### config.mk
export PLATFORM = sky130hd
export DESIGN_NAME = program_loader_flat
export DESIGN_NICKNAME = d
export VERILOG_FILES = /design/src/rtl/program_loader_if.sv /design/src/rtl/program_loader.sv /design/src/flat_wrapper.sv
export SDC_FILE = /design/constraint.sdc
export NUM_CORES = 1
export LEC_CHECK = 0
export CORE_ASPECT_RATIO = 0.5
export CORE_MARGIN = 2
export CORE_UTILIZATION = 30
export DETAILED_ROUTE_END_ITERATION = 16
export MAX_ROUTING_LAYER = met4
export PLACE_DENSITY_LB_ADDON = 0.12
export SLEW_MARGIN = 20
export SYNTH_ARGS = -nofsm -noshare
export SYNTH_HDL_FRONTEND = slang
export SYNTH_SLANG_ARGS = --single-unit
export TNS_END_PERCENT = 100
### constraint.sdc
create_clock -name clk -period 2.1 [get_ports clk]
set_clock_uncertainty 0.2 [all_clocks]
set_input_delay 0.525 -clock clk [delete_from_list [all_inputs] [get_ports clk]]
set_output_delay 0.525 -clock clk [all_outputs]
set_load 0.03 [all_outputs]
### src/rtl/program_loader_if.sv
// Byte-stream links of the boot loader: RX FIFO pop side and program-memory write side.
// RX_flag is the FIFO's valid and data_bus_out its show-ahead head byte; a byte moves on a cycle
// with RX_use=1, which is only raised while RX_flag=1. wr_ins is a one-cycle write strobe, issued
// only while wr_idle=1; the next strobe waits until the memory reports wr_idle=1 again.
interface program_loader_if #(
  parameter int DATA_WIDTH    = 8,
  parameter int ADDR_WIDTH_PM = 8
);
  logic                     load_start;
  logic [DATA_WIDTH-1:0]    data_bus_out;
  logic                     RX_flag;
  logic                     RX_use;
  logic [DATA_WIDTH-1:0]    data_bus_wr;
  logic [ADDR_WIDTH_PM-1:0] addr_wr;
  logic                     wr_ins;
  logic                     wr_idle;

  modport master (
    input  load_start, data_bus_out, RX_flag, wr_idle,
    output RX_use, data_bus_wr, addr_wr, wr_ins
  );

  modport slave (
    output load_start, data_bus_out, RX_flag, wr_idle,
    input  RX_use, data_bus_wr, addr_wr, wr_ins
  );
endinterface

### src/rtl/program_loader.sv
// Boot loader: copies UART RX bytes into program memory from address 0 until a terminator opcode.
// Optional trailing XOR checksum byte when PROGRAM_LOADER_CHECKSUM_EN is defined.
module program_loader #(
  parameter int         DATA_WIDTH          = 8,
  parameter int         INSTRUCTION_WIDTH   = 32,
  parameter int         PROGRAM_MEMORY_SIZE = 64,
  parameter int         ADDR_WIDTH_PM       = $clog2(PROGRAM_MEMORY_SIZE * 4),
  parameter logic [6:0] TERMINATE_OPCODE    = 7'b0001011
) (
  input  logic                         clk,
  input  logic                         rst_n,
  program_loader_if.master             bus,
  output logic                         loading,
  output logic                         boot_done,
  output logic                         load_error,
  output logic [ADDR_WIDTH_PM-2:0]     instr_count,
  output logic [2:0]                   fsm_state,
  output logic [INSTRUCTION_WIDTH-1:0] asm_instr
);

  localparam int CW = ADDR_WIDTH_PM - 1;
  localparam logic [CW-1:0] LAST_COUNT = CW'(PROGRAM_MEMORY_SIZE - 1);

  typedef enum logic [2:0] {
    IDLE      = 3'd0,
    WAIT_BYTE = 3'd1,
    WRITE     = 3'd2,
    WAIT_ACK  = 3'd3,
    CHECK     = 3'd4,
    DONE      = 3'd5,
    ERROR     = 3'd6
`ifdef PROGRAM_LOADER_CHECKSUM_EN
    , CHKSUM  = 3'd7
`endif
  } state_t;

  state_t                   state_q, state_d;
  logic [ADDR_WIDTH_PM-1:0] addr_q;
  logic [ADDR_WIDTH_PM-1:0] addr_wr_q;
  logic [DATA_WIDTH-1:0]    byte_q;
  logic [INSTRUCTION_WIDTH-1:0] instr_q;
  logic [CW-1:0]            count_q;
  logic                     rx_use;
  logic                     wr_ins;
`ifdef PROGRAM_LOADER_CHECKSUM_EN
  logic [DATA_WIDTH-1:0]    csum_q;
`endif

  always_comb begin
    state_d = state_q;
    rx_use  = 1'b0;
    wr_ins  = 1'b0;
    case (state_q)
      IDLE, DONE, ERROR: if (bus.load_start) state_d = WAIT_BYTE;
      WAIT_BYTE: begin
        // Pop only when the memory can take the byte straight away.
        if (bus.RX_flag && bus.wr_idle) begin
          rx_use  = 1'b1;
          state_d = WRITE;
        end
      end
      WRITE: begin
        wr_ins  = 1'b1;
        state_d = WAIT_ACK;
      end
      WAIT_ACK: begin
        if (bus.wr_idle) state_d = (addr_q[1:0] == 2'd3) ? CHECK : WAIT_BYTE;
      end
      CHECK: begin
        if (instr_q[6:0] == TERMINATE_OPCODE) begin
`ifdef PROGRAM_LOADER_CHECKSUM_EN
          state_d = CHKSUM;
`else
          state_d = DONE;
`endif
        end else if (count_q == LAST_COUNT) begin
          state_d = ERROR;
        end else begin
          state_d = WAIT_BYTE;
        end
      end
`ifdef PROGRAM_LOADER_CHECKSUM_EN
      CHKSUM: begin
        if (bus.RX_flag) begin
          rx_use  = 1'b1;
          state_d = (bus.data_bus_out == csum_q) ? DONE : ERROR;
        end
      end
`endif
      default: state_d = IDLE;
    endcase
  end

  always_ff @(posedge clk) begin
    if (!rst_n) begin
      state_q   <= IDLE;
      addr_q    <= '0;
      addr_wr_q <= '0;
      byte_q    <= '0;
      instr_q   <= '0;
      count_q   <= '0;
`ifdef PROGRAM_LOADER_CHECKSUM_EN
      csum_q    <= '0;
`endif
    end else begin
      state_q <= state_d;
      case (state_q)
        IDLE, DONE, ERROR: begin
          if (bus.load_start) begin
            addr_q  <= '0;
            instr_q <= '0;
            count_q <= '0;
`ifdef PROGRAM_LOADER_CHECKSUM_EN
            csum_q  <= '0;
`endif
          end
        end
        WAIT_BYTE: begin
          if (rx_use) begin
            byte_q    <= bus.data_bus_out;
            addr_wr_q <= addr_q;
`ifdef PROGRAM_LOADER_CHECKSUM_EN
            csum_q    <= csum_q ^ bus.data_bus_out;
`endif
          end
        end
        WAIT_ACK: begin
          // Little-endian: byte lane follows the low address bits.
          if (bus.wr_idle) begin
            addr_q <= addr_q + 1'b1;
            instr_q[DATA_WIDTH*addr_q[1:0] +: DATA_WIDTH] <= byte_q;
          end
        end
        CHECK: count_q <= count_q + 1'b1;
        default: ;
      endcase
    end
  end

  assign bus.RX_use      = rx_use;
  assign bus.wr_ins      = wr_ins;
  assign bus.data_bus_wr = byte_q;
  assign bus.addr_wr     = addr_wr_q;

  assign loading     = (state_q != IDLE) && (state_q != DONE) && (state_q != ERROR);
  assign boot_done   = (state_q == DONE);
  assign load_error  = (state_q == ERROR);
  assign instr_count = count_q;
  assign fsm_state   = state_q;
  assign asm_instr   = instr_q;

endmodule

### src/flat_wrapper.sv
// flat-port wrapper written by rule: the top's interface ports become plain ports
module program_loader_flat 
#(
  parameter int         DATA_WIDTH          = 8,
  parameter int         INSTRUCTION_WIDTH   = 32,
  parameter int         PROGRAM_MEMORY_SIZE = 64,
  parameter int         ADDR_WIDTH_PM       = $clog2(PROGRAM_MEMORY_SIZE * 4),
  parameter logic [6:0] TERMINATE_OPCODE    = 7'b0001011
)
  (clk, rst_n, loading, boot_done, load_error, instr_count, fsm_state, asm_instr, bus_load_start, bus_data_bus_out, bus_RX_flag, bus_wr_idle, bus_RX_use, bus_data_bus_wr, bus_addr_wr, bus_wr_ins);
  program_loader_if #(.DATA_WIDTH(DATA_WIDTH), .ADDR_WIDTH_PM(ADDR_WIDTH_PM)) bus_i ();
  input  logic clk;
  input  logic rst_n;
  output logic loading;
  output logic boot_done;
  output logic load_error;
  output logic [ADDR_WIDTH_PM-2:0] instr_count;
  output logic [2:0] fsm_state;
  output logic [INSTRUCTION_WIDTH-1:0] asm_instr;
  input wire logic [$bits(bus_i.load_start)-1:0] bus_load_start;
  input wire logic [$bits(bus_i.data_bus_out)-1:0] bus_data_bus_out;
  input wire logic [$bits(bus_i.RX_flag)-1:0] bus_RX_flag;
  input wire logic [$bits(bus_i.wr_idle)-1:0] bus_wr_idle;
  output wire logic [$bits(bus_i.RX_use)-1:0] bus_RX_use;
  output wire logic [$bits(bus_i.data_bus_wr)-1:0] bus_data_bus_wr;
  output wire logic [$bits(bus_i.addr_wr)-1:0] bus_addr_wr;
  output wire logic [$bits(bus_i.wr_ins)-1:0] bus_wr_ins;
  assign bus_i.load_start = bus_load_start;
  assign bus_i.data_bus_out = bus_data_bus_out;
  assign bus_i.RX_flag = bus_RX_flag;
  assign bus_i.wr_idle = bus_wr_idle;
  assign bus_RX_use = bus_i.RX_use;
  assign bus_data_bus_wr = bus_i.data_bus_wr;
  assign bus_addr_wr = bus_i.addr_wr;
  assign bus_wr_ins = bus_i.wr_ins;
  program_loader #(.DATA_WIDTH(DATA_WIDTH), .INSTRUCTION_WIDTH(INSTRUCTION_WIDTH), .PROGRAM_MEMORY_SIZE(PROGRAM_MEMORY_SIZE), .ADDR_WIDTH_PM(ADDR_WIDTH_PM), .TERMINATE_OPCODE(TERMINATE_OPCODE)) u_core (.clk(clk), .rst_n(rst_n), .bus(bus_i), .loading(loading), .boot_done(boot_done), .load_error(load_error), .instr_count(instr_count), .fsm_state(fsm_state), .asm_instr(asm_instr));
endmodule
==> run summary, run 1 <==
status: completed
Buffers on Ports: 75
CP Launch Point: u_core.asm_instr[16]
row cnt: 25
Hold Buf Count CTS: 0
setup TNS: 0 ps
Initial DRC Count: 167
core area: 9509 um2
clock root cell: clkbuf_16
GRT Residual Overflow: 0
Critical Path Fanout Max: 2
clk sinks: 66
commonest non-fill, non-tap cells in the layout: nand2_1 (71), dfxtp_1 (63), buf_4 (42), o21ai_0 (32), a21oi_1 (28)
synthesis-stage register bit count: 66
CTS max path bufs: 2
Max Cap Violations: 0
Synth Instances: 349
share of the synthesized area in the top cell type: 44.67%
RSZ-0062 raised after global routing: yes
First-pass DRT Iterations: 5
Avg WL per Cell: 14.89 um
filler cell count: 975
synthesized area: 2958 um2
Period minus WS final: 2073 ps
worst hold path startpoint: u_core.bus.addr_wr[6]
area of the die: 10,720 um2
Antenna diodes: 0
fraction of layout instances using a drive strength above 1: 19.96%
Starting Density: 31.11%
CTS tree: built
syn avg cell area: 8.475 um2
commonest non-fill, non-tap cell in the layout: nand2_1
synth warn: 0
DIE HEIGHT: 74.21 um
smallest hold slack: 252.1 ps
Die W: 144.4 um
Num CTS Buffers: 9
Worst Path Buf+Inv: 1
Clk pin slew, worst setup/hold paths: 50 ps
initial antenna violation count: 0
final core utilization: 47.95%
worst slew pin tran: 594.5 ps
area grow syn2layout: 54.15%
routed vias: 2,962
vias in the first global route: 2,862
sequential area share after synthesis: 44.67%
largest net degree at the start of global routing: 31
first-pass GRT wire length: 14.37 mm
I/O pin total: 76
Detailed Route WL: 9.022 mm
cell family with most CP delay: buffers and inverters
worst min path class: flip-flop to flip-flop
Synth area leaders: dfxtp_1 (45%), nand2_1 (9.0%), o21ai_0 (5.4%), a21oi_1 (4.7%), a32o_1 (4.1%)
Crit-path slowest cell: clkdlybuf4s50_1
Final Hold Viols: 0
PD cells: 703.1 nW/um2
fin crit share: 98.72%
DRC viols: 0
critical path startpoint category: flip-flop
Synth cell types: 51
Post-synth ARST share: 0%
crit path kind: flip-flop to output pin
Synth Flop Type: dfxtp_1
Slew HR: 60.36%
# nets final: 486
H-tree depth: 3
Worst Setup End Kind: output pin
Mapped Nets: 369
CP peak stage delay: 680 ps
leak pwr: 2.155 nW
worst r2r src: u_core.fsm_state[0]
Final Max Slew Viols: 0
vias per cell: 4.888
Max VDD drop: 0.3331 mV
Critical Path RT: 1370 ps
Final GP Congestion: 0.8621
sequence of cells on the critical path: clkdlybuf4s50_1
worst path arrival time: 1350 ps
Post-synth EDFFs: 0
fmax: 482.4 MHz
# setup viols final: 0
Post-DP HPWL: 6.519 mm
Routed Antenna Nets: 0
Synth area leader: dfxtp_1
Clock Latency Late Sink: 330 ps
Total GRT Usage: 18.15%
==> layer usage <==
layer	global-route usage, %	vias up	routed length, um
li1	-	1495	-
met1	23.21	1399	4462
met2	28.17	57	4071
met3	5.151	11	379
met4	5.502	0	108
met5	-	-	0
==> power by group <==
part           switching, W  internal (W)  leakage (nW)
clock network      0.000523      0.000892         0.143
registers         0.0000177       0.00127         0.534
logic              0.000281      0.000226          1.48
==> worst min-delay path: stages (launching register included) <==
cell and delay, ps:
dfxtp_1 300, nand2_1 50, a21oi_1 50
==> synthesized netlist by cell type, types with 2 or more instances <==
master and count:
a21oi_1 28, a21oi_2 2, a22oi_1 2, a31oi_1 5
a32o_1 12, and2_1 3, and2b_2 2, buf_2 4
buf_4 3, clkbuf_1 9, dfxtp_1 66, dlygate4sd1_1 2
ha_1 7, inv_1 6, inv_2 2, mux2i_1 5
nand2_1 71, nand2b_1 2, nand3_1 9, nand3b_1 2
nand4_1 17, nor2_1 17, nor2b_1 2, nor3_1 6
nor4b_1 2, o21ai_0 32, o21ai_2 2, o31ai_1 2
or3_1 4, xnor2_1 2
==> per-stage QoR <==
step           cell area, um2  cells  power [W]  worst slack, ps
4_1_cts                  4395    597   0.003187           0.7405
5_1_grt                  4559    606   0.003331           -5.215
2_1_floorplan            2973    349   0.001556            14.16
3_3_place_gp             4041    573   0.001723           -199.3
3_5_place_dp             4041    573   0.001725           -262.6
6_report                 4559    606   0.003206            26.96
==> state kept, by name (all words and copies together) (netlist names) <==
| signal | cells |
|---|---|
| u_core.bus.data_bus_wr | 8 |
| u_core.addr_q | 8 |
| u_core.fsm_state | 3 |
| u_core.asm_instr | 32 |
| u_core.bus.addr_wr | 8 |
| u_core.instr_count | 7 |
==> layout make-up <==
| class | count | area, um2 | area share [%] |
|---|---|---|---|
| clock inverters | 2 | 10.01 | 0.2195 |
| well taps | 135 | 168.9 | 3.705 |
| flip-flops and latches | 66 | 1333 | 29.23 |
| clock buffers | 14 | 274.0 | 6.010 |
| multi-input cells | 257 | 1544 | 33.86 |
| repair buffers | 124 | 1195 | 26.21 |
| inverters | 8 | 35.03 | 0.7684 |
==> cell families after synthesis <==
| logic type | Yosys count | share of synthesized area [%] |
|---|---|---|
| flip-flops | 66 | 44.67 |
| adder cells (fa/ha/maj) | 7 | 2.961 |
| XOR/XNOR | 3 | 0.8885 |
| AND/OR/NAND/NOR | 150 | 25.59 |
| AO/OA/AOI/OAI | 92 | 20.01 |
| multiplexers | 5 | 1.692 |
| buffers and inverters | 26 | 4.188 |
==> timing repair <==
action	CTS	global route
setup endpoints to repair	26	30
pin swaps	1	3
buffers inserted	8	9
resized for setup	37	29
==> worst paths after layout <==
| path | to | slack (ps) | cells after the start |
|---|---|---|---|
| worst max-delay path | asm_instr[16] | 30 | 1 |
| worst max register to register | u_core.asm_instr[8] | 160 | 7 |
| worst min-delay path | u_core.bus.addr_wr[6] | 250 | 2 |
| worst min register to register | u_core.bus.addr_wr[6] | 250 | 2 |
Note: power is estimated with default switching activity, not from simulation.
==> run 2: changes to the inputs <==
Settings changed: CORE_MARGIN 2 to 4.
==> run 2 against run 1 <==
  * Register-to-register slack hardly changed
  * Combinational power down 5.3%
  * First-iteration DRC count is 35% lower
  * Clock-buffer cell count shrank 1
  * Clock power fell by 6%
  * Non-clock buffer count fell by 7
==> run summary, run 2 (same netlist as run 1, synthesis figures left out) <==
Worst Path Buf+Inv: 1 (unchanged)
Critical Path Fanout Max: 2 (unchanged)
# nets final: 479 (was 486)
worst path arrival time: 1350 ps (about the same)
Starting Density: 31.11% (unchanged)
Detailed Route WL: 8.984 mm (was 9.022 mm)
area grow syn2layout: 50.21% (was 54.15%)
Final Hold Viols: 0 (unchanged)
commonest non-fill, non-tap cells in the layout: nand2_1 (71), dfxtp_1 (61), buf_4 (39), clkdlybuf4s50_1 (34), o21ai_0 (32) (was nand2_1 (71), dfxtp_1 (63), buf_4 (42), o21ai_0 (32), a21oi_1 (28))
Buffers on Ports: 75 (unchanged)
fraction of layout instances using a drive strength above 1: 18.44% (was 19.96%)
Clk pin slew, worst setup/hold paths: 50 ps (about the same)
Tot Pwr: 0.003089 W (was 0.003206 W)
Max VDD drop: 0.3453 mV (was 0.3331 mV)
worst min path class: flip-flop to flip-flop (unchanged)
post-route setup slack: 29.77 ps (was 26.96 ps)
CTS max path bufs: 2 (unchanged)
core area: 9509 um2 (unchanged)
worst slew pin tran: 567.4 ps (was 594.5 ps)
cell family with most CP delay: buffers and inverters (unchanged)
fin crit share: 98.58% (was 98.72%)
Period minus WS final: 2070 ps (was 2073 ps)
DRC viols: 0 (unchanged)
critical path startpoint category: flip-flop (unchanged)
leak pwr: 1.946 nW (was 2.155 nW)
setup slack at placement: -277.6 ps (was -262.6 ps)
Final Max Slew Viols: 0 (unchanged)
Clock Latency Late Sink: 330 ps (about the same)
area of the die: 11,610 um2 (was 10,720 um2)
filler cell count: 948 (was 975)
Routed Antenna Nets: 0 (unchanged)
Worst Setup End Kind: output pin (unchanged)
crit path kind: flip-flop to output pin (unchanged)
DIE HEIGHT: 78.21 um (was 74.21 um)
Critical Path RT: 1370 ps (about the same)
status: completed (unchanged)
clock root cell: clkbuf_16 (unchanged)
vias per cell: 4.913 (was 4.888)
Num CTS Buffers: 9 (unchanged)
PD cells: 695.2 nW/um2 (was 703.1 nW/um2)
Antenna diodes: 0 (unchanged)
placed insts: 574 (was 573)
Final GP Congestion: 0.8239 (was 0.8621)
Slew HR: 62.17% (was 60.36%)
CTS tree: built (unchanged)
RSZ-0062 raised after global routing: yes (unchanged)
Largest register FFs: 32 (unchanged)
First-pass DRT Iterations: 6 (was 5)
Die W: 148.4 um (was 144.4 um)
initial antenna violation count: 0 (unchanged)
Crit-path slowest cell: clkdlybuf4s50_1 (unchanged)
Total GRT Usage: 16.01% (was 18.15%)
I/O pin total: 76 (unchanged)
Avg WL per Cell: 15.07 um (was 14.89 um)
first-pass GRT wire length: 14.35 mm (was 14.37 mm)
H-tree depth: 3 (unchanged)
fmax: 483.0 MHz (was 482.4 MHz)
GRT Residual Overflow: 0 (unchanged)
routed vias: 2,928 (was 2,962)
row cnt: 25 (unchanged)
Max Cap Violations: 0 (unchanged)
Initial DRC Count: 109 (was 167)
# setup viols final: 0 (unchanged)
Post-DP HPWL: 6.617 mm (was 6.519 mm)
sequence of cells on the critical path: clkdlybuf4s50_1 (unchanged)
vias in the first global route: 2,749 (was 2,862)
Finished Layout Cells: 596 (was 606)
clk sinks: 66 (unchanged)
commonest non-fill, non-tap cell in the layout: nand2_1 (unchanged)
largest net degree at the start of global routing: 21 (was 31)
CP peak stage delay: 690 ps (was 680 ps)
## run 2: cell count changes in the layout (fill, tap and decap cells not counted), moves of 2 or more
cell / delta
dlymetal6s2s_1: -7
clkinv_2: -2
dfxtp_1: -2
buf_6: -2
clkdlybuf4s50_1: +10
dfxtp_2: +2
buf_4: -3
dlygate4sd2_1: -4
## run 2: final timing paths
path / from / endpoint / slack [ps] / cells past startpoint
max: u_core.bus.addr_wr[1] / bus_addr_wr[1] / 30 / 1
min reg2reg: u_core.bus.addr_wr[6] / u_core.bus.addr_wr[6] / 250 / 2
max reg2reg: u_core.fsm_state[2] / u_core.asm_instr[27] / 170 / 7
min: u_core.bus.addr_wr[6] / u_core.bus.addr_wr[6] / 250 / 2
## run 2: cell type report
cell class | instances | area, um2 | area share, %
Multi-Input combinational cell | 257 | 1536 | 34.58
Sequential cell | 66 | 1335 | 30.05
Timing Repair Buffer | 117 | 1107 | 24.92
Clock buffer | 13 | 260.3 | 5.858
Tap cell | 135 | 168.9 | 3.802
Inverter | 8 | 35.03 | 0.7885
## run 2: metrics by stage
step / area [um2] / TNS, ps / util (%) / hold WS [ps]
6_report: 4443 / 0 / 46.72 / 254.1
5_1_grt: 4443 / -11.86 / 46.72 / 272.5
4_1_cts: 4360 / 0 / 45.86 / 255.4
3_5_place_dp: 4049 / -8001 / 42.58 / 248.6
3_3_place_gp: 4049 / -6158 / 42.58 / 245.9
2_1_floorplan: 2973 / 0 / - / 240.2
## run 2: what timing repair did
item | in CTS | in global routing
endpoints found under the setup margin | 23 | 37
pin swaps | 1 | 2
setup buffers | 5 | 4
resized for setup | 33 | 21
hold buffers | 0 | 0
## run 2: per-layer routing
metal | global-route usage [%] | vias up | share of wire, %
li1 | - | 1470 | -
met1 | 20.70 | 1393 | 48
met2 | 24.76 | 59 | 46
met4 | 3.871 | 0 | 0.69
met3 | 4.787 | 6 | 4.5
met5 | - | - | 0
## run 2: where the power goes
part	switching [W]	internal [W]	total [W]
Combinational	0.000275	0.000205	0.000480
Sequential	0.0000165	0.00127	0.00128
Clock	0.000483	0.000842	0.00132
Total	0.000774	0.00231	0.00309
==> run 3: changes to the inputs <==
Settings changed: CTS_CLUSTER_DIAMETER set to 50, CTS_CLUSTER_SIZE set to 14.
==> results of run 3 <==
No change in the layout: final DEF, timing and power equal those of run 2.
